File: src/rtl/regfile_scoreboard_if.sv
// regfile_scoreboard_if: issue, writeback and flush signals between the
// decode stage (master) and the register-file scoreboard (slave), plus the
// scoreboard's status outputs.
interface regfile_scoreboard_if;
  // decode -> scoreboard
  logic        issue_valid;
  logic [4:0]  issue_rd;
  logic        issue_writes;
  logic [4:0]  src1;
  logic        src1_used;
  logic [4:0]  src2;
  logic        src2_used;
  logic        wb_valid;
  logic [4:0]  wb_rd;
  logic        flush;

  // scoreboard -> decode
  logic        issue_ready;
  logic        stall;
  logic [31:0] busy_mask;
  logic [6:0]  outstanding;
  logic        wb_err;
  logic [15:0] stall_cycles;

  modport master (
    output issue_valid, issue_rd, issue_writes,
    output src1, src1_used, src2, src2_used,
    output wb_valid, wb_rd, flush,
    input  issue_ready, stall, busy_mask, outstanding, wb_err, stall_cycles
  );

  modport slave (
    input  issue_valid, issue_rd, issue_writes,
    input  src1, src1_used, src2, src2_used,
    input  wb_valid, wb_rd, flush,
    output issue_ready, stall, busy_mask, outstanding, wb_err, stall_cycles
  );
endinterface

File: src/rtl/regfile_scoreboard.sv
// regfile_scoreboard: tracks in-flight register writes with one small
// counter per architectural register and holds issue while a source is
// pending or a destination counter is full. A flush moves the block into
// DRAIN, where nothing issues until every outstanding write has retired.
// The register at ZERO_REG reads as zero and is never tracked.
//
// Optional feature: define SCOREBOARD_STALL_CNT_EN to build a saturating
// 16-bit count of stalled issue cycles; otherwise stall_cycles is tied to 0.
module regfile_scoreboard #(
  parameter int CNT_W    = 2,
  parameter int ZERO_REG = 31
) (
  input  logic                 clk,
  input  logic                 rst_n,
  regfile_scoreboard_if.slave  sb
);

  localparam logic [CNT_W-1:0] CNT_MAX = '1;
  localparam logic [4:0]       ZR      = 5'(ZERO_REG);

  typedef enum logic [0:0] {
    RUN   = 1'b0,
    DRAIN = 1'b1
  } state_t;

  state_t state_reg, state_next;

  logic [CNT_W-1:0] cnt_reg  [32];
  logic [CNT_W-1:0] cnt_next [32];

  logic [31:0] busy_reg, busy_next;
  logic [6:0]  outstanding_reg, outstanding_next;
  logic        wb_err_reg, wb_err_next;

  logic src1_hit, src2_hit, rd_full, hazard;
  logic issue_ready, accept;
  logic wr_hit, wb_hit, wb_zero;

  // Hazards look only at registered counters: a writeback landing this
  // cycle does not release a dependent instruction until the next cycle.
  assign src1_hit = sb.src1_used & (sb.src1 != ZR) & (cnt_reg[sb.src1] != '0);
  assign src2_hit = sb.src2_used & (sb.src2 != ZR) & (cnt_reg[sb.src2] != '0);
  assign rd_full  = sb.issue_writes & (sb.issue_rd != ZR) &
                    (cnt_reg[sb.issue_rd] == CNT_MAX);
  assign hazard   = src1_hit | src2_hit | rd_full;

  assign issue_ready = (state_reg == RUN) & ~sb.flush & ~hazard;
  assign accept      = sb.issue_valid & issue_ready;

  assign wr_hit  = accept & sb.issue_writes & (sb.issue_rd != ZR);
  assign wb_hit  = sb.wb_valid & (sb.wb_rd != ZR);
  assign wb_zero = wb_hit & (cnt_reg[sb.wb_rd] == '0);

  // Per-register counter update: increment on an accepted write, decrement
  // on a retiring writeback, both together cancel out.
  generate
    for (genvar gi = 0; gi < 32; gi++) begin : g_reg
      if (gi == ZERO_REG) begin : g_zero
        assign cnt_next[gi]  = '0;
        assign busy_next[gi] = 1'b0;
      end else begin : g_track
        logic inc, dec;
        assign inc = wr_hit & (sb.issue_rd == 5'(gi));
        assign dec = wb_hit & (sb.wb_rd == 5'(gi)) & (cnt_reg[gi] != '0);
        assign cnt_next[gi] = (inc && !dec) ? cnt_reg[gi] + 1'b1 :
                              (dec && !inc) ? cnt_reg[gi] - 1'b1 :
                                              cnt_reg[gi];
        assign busy_next[gi] = (cnt_next[gi] != '0);
      end
    end
  endgenerate

  // Total in-flight writes, registered alongside the counters.
  always_comb begin
    outstanding_next = '0;
    for (int i = 0; i < 32; i++) begin
      outstanding_next = outstanding_next + 7'(cnt_next[i]);
    end
  end

  // A writeback with nothing to retire is a protocol error; keep it sticky.
  assign wb_err_next = wb_err_reg | wb_zero;

  // Next state: a flush always lands in DRAIN; leave only once empty.
  always_comb begin
    state_next = state_reg;
    case (state_reg)
      RUN: begin
        if (sb.flush) state_next = DRAIN;
      end
      DRAIN: begin
        if (!sb.flush && (outstanding_reg == '0)) state_next = RUN;
      end
      default: state_next = RUN;
    endcase
  end

  // State, counters and registered status views.
  always_ff @(posedge clk or negedge rst_n) begin
    if (!rst_n) begin
      state_reg       <= RUN;
      busy_reg        <= '0;
      outstanding_reg <= '0;
      wb_err_reg      <= 1'b0;
      for (int i = 0; i < 32; i++) cnt_reg[i] <= '0;
    end else begin
      state_reg       <= state_next;
      busy_reg        <= busy_next;
      outstanding_reg <= outstanding_next;
      wb_err_reg      <= wb_err_next;
      for (int i = 0; i < 32; i++) cnt_reg[i] <= cnt_next[i];
    end
  end

  assign sb.issue_ready = issue_ready;
  assign sb.stall       = sb.issue_valid & ~issue_ready;
  assign sb.busy_mask   = busy_reg;
  assign sb.outstanding = outstanding_reg;
  assign sb.wb_err      = wb_err_reg;

`ifdef SCOREBOARD_STALL_CNT_EN
  logic [15:0] stall_cnt_reg;

  // Count stalled issue cycles, holding at all-ones instead of wrapping.
  always_ff @(posedge clk or negedge rst_n) begin
    if (!rst_n) begin
      stall_cnt_reg <= '0;
    end else if (sb.stall && (stall_cnt_reg != 16'hFFFF)) begin
      stall_cnt_reg <= stall_cnt_reg + 16'd1;
    end
  end

  assign sb.stall_cycles = stall_cnt_reg;
`else
  assign sb.stall_cycles = '0;
`endif

endmodule

File: src/flat_wrapper.sv
// flat-port wrapper written by rule: the top's interface ports become plain ports
module regfile_scoreboard_flat 
#(
  parameter int CNT_W    = 2,
  parameter int ZERO_REG = 31
)
  (clk, rst_n, sb_issue_valid, sb_issue_rd, sb_issue_writes, sb_src1, sb_src1_used, sb_src2, sb_src2_used, sb_wb_valid, sb_wb_rd, sb_flush, sb_issue_ready, sb_stall, sb_busy_mask, sb_outstanding, sb_wb_err, sb_stall_cycles);
  regfile_scoreboard_if sb_i ();
  input  logic clk;
  input  logic rst_n;
  input wire logic [$bits(sb_i.issue_valid)-1:0] sb_issue_valid;
  input wire logic [$bits(sb_i.issue_rd)-1:0] sb_issue_rd;
  input wire logic [$bits(sb_i.issue_writes)-1:0] sb_issue_writes;
  input wire logic [$bits(sb_i.src1)-1:0] sb_src1;
  input wire logic [$bits(sb_i.src1_used)-1:0] sb_src1_used;
  input wire logic [$bits(sb_i.src2)-1:0] sb_src2;
  input wire logic [$bits(sb_i.src2_used)-1:0] sb_src2_used;
  input wire logic [$bits(sb_i.wb_valid)-1:0] sb_wb_valid;
  input wire logic [$bits(sb_i.wb_rd)-1:0] sb_wb_rd;
  input wire logic [$bits(sb_i.flush)-1:0] sb_flush;
  output wire logic [$bits(sb_i.issue_ready)-1:0] sb_issue_ready;
  output wire logic [$bits(sb_i.stall)-1:0] sb_stall;
  output wire logic [$bits(sb_i.busy_mask)-1:0] sb_busy_mask;
  output wire logic [$bits(sb_i.outstanding)-1:0] sb_outstanding;
  output wire logic [$bits(sb_i.wb_err)-1:0] sb_wb_err;
  output wire logic [$bits(sb_i.stall_cycles)-1:0] sb_stall_cycles;
  assign sb_i.issue_valid = sb_issue_valid;
  assign sb_i.issue_rd = sb_issue_rd;
  assign sb_i.issue_writes = sb_issue_writes;
  assign sb_i.src1 = sb_src1;
  assign sb_i.src1_used = sb_src1_used;
  assign sb_i.src2 = sb_src2;
  assign sb_i.src2_used = sb_src2_used;
  assign sb_i.wb_valid = sb_wb_valid;
  assign sb_i.wb_rd = sb_wb_rd;
  assign sb_i.flush = sb_flush;
  assign sb_issue_ready = sb_i.issue_ready;
  assign sb_stall = sb_i.stall;
  assign sb_busy_mask = sb_i.busy_mask;
  assign sb_outstanding = sb_i.outstanding;
  assign sb_wb_err = sb_i.wb_err;
  assign sb_stall_cycles = sb_i.stall_cycles;
  regfile_scoreboard #(.CNT_W(CNT_W), .ZERO_REG(ZERO_REG)) u_core (.clk(clk), .rst_n(rst_n), .sb(sb_i));
endmodule
File: config.mk
export PLATFORM = sky130hd
export DESIGN_NAME = regfile_scoreboard_flat
export DESIGN_NICKNAME = d
export VERILOG_FILES = /design/src/rtl/regfile_scoreboard_if.sv /design/src/rtl/regfile_scoreboard.sv /design/src/flat_wrapper.sv
export SDC_FILE = /design/constraint.sdc
export NUM_CORES = 1
export LEC_CHECK = 0
export CAP_MARGIN = 20
export CORE_AREA = 5 5 158 160
export DETAILED_ROUTE_END_ITERATION = 16
export DIE_AREA = 0 0 163 165
export GPL_ROUTABILITY_DRIVEN = 0
export GPL_TIMING_DRIVEN = 0
export PLACE_DENSITY_LB_ADDON = 0.25
export SLEW_MARGIN = 25
export SYNTH_ARGS = -nofsm -noshare
export SYNTH_HDL_FRONTEND = slang
export SYNTH_SLANG_ARGS = --single-unit
File: constraint.sdc
create_clock -name clk -period 8.5 [get_ports clk]
set_clock_uncertainty 0.2 [all_clocks]
set_input_delay 2.55 -clock clk [delete_from_list [all_inputs] [get_ports clk]]
set_output_delay 2.55 -clock clk [all_outputs]
set_load 0.01 [all_outputs]
==> qor.yml <==
outcome: "finished, violations left"
violations: "negative setup slack"
clk_latency_ns: 0.37
start_util_pct: 44.34
fin_crit_sh_pct: 124.0
cts.clk_slew.worst_paths_ns: 0.08
synth_area_um2: 10310
layout_commonest_cell: "inv_1"
endpoint: "u_core.sb.outstanding[6]"
multi_input_area_um2: 7257
seq_area_frac_synth_pct: 24.75
synth_cells: 1125
rsz0062_at_grt: "yes"
yosysWarnings: 0
r2r_end: "u_core.sb.outstanding[6]"
slew_headroom_pct: 27.27
finalCriticalPeriod_ns: 10.54
hpwl_um: 25730
final_max_slew_viol_count: 0
fp-row-count: 56
fin_area_um2: 12400
ant_nets: 0
synth_edf_count: 0
final_cell_mix: "inv_1 (131), dfrtp_1 (102), nor2_1 (71)"
grt_pass1_wl_um: 51260
finish.net_count: 1371
synthToLayoutAreaGrowth_pct: 20.22
drt_wl_total_um: 33720
cts-root-buf: "clkbuf_16"
die_h_um: 165
drive_above_1_share_pct: 16.75
htreeDepth: 3
die_area_um2: 26900
dr.pass1.iters: 8
synth-async-reset-ratio_pct: 100.0
hold_viol_final: 0
drc: 0
cts_sinks: 102
worst_pin_slew_ns: 1.091
wl_per_cell_um: 21.49
max_cap_violations: 0
tritoncts: "yes"
fmax_mhz: 94.90
cts-buffers-inserted: 9
via_per_inst: 5.900
nFillCells: 2112
seqCellArea_um2: 2552
synthFlopType: "dfrtp_1"
vias: 9257
cp_max_fo: 3
crit_family: "adder cells"
synth-seq-cells: 102
min-delay-path-class: "register to register"
r2r_slack_ns: -0.65
io_buffers: 59
overflow: 0
largest_reg_flops: 62
grt_max_degree: 56
setup_viol: 7
syn-mean-instance-area_um2: 9.169
cp-end-kind: "register"
path_class: "primary input to register"
grtUsageTotal_pct: 25.11
clock_path_buffers: 2
grt_pass1_vias: 8856
ys_types: 77
rr_startpoint: "u_core.cnt_reg[8]"
grt_antenna_before_repair: 1
io_pins: 86
arrival_ns: 10.60
fp.dieW_um: 163
worstSetupStartpointType: "primary input"
setup_ws_ns: -2.037
slowest_delay_ns: 0.61
drt_iter0_markers: 1210
crit_start: "sb_src1[0]"
critPathBufInv: 6
crit_slowest_cell: "fa_2"
finalSetupTns_ns: -11.56
postCtsHoldBufs: 0
reg2reg_depth: 28
crit_top_cell: "fa_1"
crit_cells: 28
core_um2: 23260
placed_area_um2: 11550
cp.required_ns: 8.56
[how the worst min path moves through the flow]
stage                       startpoint                 end  slack (ns)  depth (start not counted)
finish                u_core.sb.wb_err    u_core.sb.wb_err        0.26                          1
global route          u_core.sb.wb_err    u_core.sb.wb_err        0.29                          1
CTS                   u_core.sb.wb_err    u_core.sb.wb_err        0.26                          1
detailed placement    u_core.sb.wb_err    u_core.sb.wb_err        0.25                          1
global placement      u_core.sb.wb_err    u_core.sb.wb_err        0.24                          1
floorplan           u_core.cnt_reg[26]  u_core.cnt_reg[26]        0.29                          1
[kinds of logic (layout without fill, tap and decap cells)]
family	after synthesis	in the layout	synth area share [%]
and+or+nand+nor	402	402	21.45
buffers and inverters	211	318	8.527
AOI/OAI and AO/OA	138	138	9.631
adders and majority gates	108	108	17.05
DFF	102	102	24.75
muxes	90	90	12.36
xor gates and xnor gates	73	73	6.198
other	1	19	0.03636
[metrics by stage]
| step | hold slack, ns | utilization [%] | cells | setup WS [ns] |
|---|---|---|---|---|
| floorplan | 0.2878 | - | 1141 | -1.882 |
| global placement | 0.2419 | 49.51 | 1519 | -3.492 |
| detailed placement | 0.2463 | 49.63 | 1520 | -3.536 |
| CTS | 0.2604 | 52.44 | 1561 | -2.113 |
| global route | 0.2884 | 53.30 | 1568 | -2.198 |
| finish | 0.2576 | 53.31 | 1569 | -2.037 |
[cell type report]
class                      count  share of cell area, %
clock inverter                 5                 0.4742
timing repair buffer          93                  7.023
clock buffer                  11                  1.957
antenna                        2                0.04036
sequential                   102                  20.58
multi-input combinational    828                  58.52
inverter                     137                  4.147
tap                          319                  3.219
buffer                        72                  4.036
[routing by layer]
metal	global-route usage [%]	up-vias	wire length (um)
met1	34.58	4489	13740
li1	-	4164	-
met2	39.06	509	15230
met4	9.150	0	1218
met3	5.565	95	3530
met5	0	-	0
[cell usage after synthesis, types with 9 or more instances]
master / n / share of area, %
or3_1: 33 / 2.0
clkbuf_1: 44 / 1.6
mux2i_1: 34 / 3.3
nor4_1: 26 / 1.6
o31ai_1: 9 / 0.65
a211oi_1: 14 / 1.0
o211ai_1: 12 / 0.87
mux2_2: 18 / 2.0
buf_4: 17 / 1.2
dfrtp_1: 102 / 25
and2_1: 32 / 1.9
o21ai_0: 14 / 0.68
fa_1: 57 / 11
or4_1: 14 / 1.0
nand2b_1: 13 / 0.79
nand2_1: 67 / 2.4
a21oi_1: 24 / 1.2
nor2_1: 73 / 2.7
mux4_2: 27 / 5.9
inv_1: 137 / 5.0
nand3_1: 23 / 1.1
nor3_1: 61 / 3.0
mux2_1: 11 / 1.2
xor2_1: 10 / 0.85
xnor2_1: 63 / 5.3
ha_1: 43 / 5.2
nand4_1: 9 / 0.55
[repair_timing]
item | in CTS | in global routing
pin swaps | 25 | 33
buffers inserted | 25 | 9
gates resized for setup | 45 | 37
setup endpoints to repair | 9 | 7
Power is left out: the tool's default activity adds up to more than one toggle a clock period on the data nets, which glitch-free logic cannot reach.
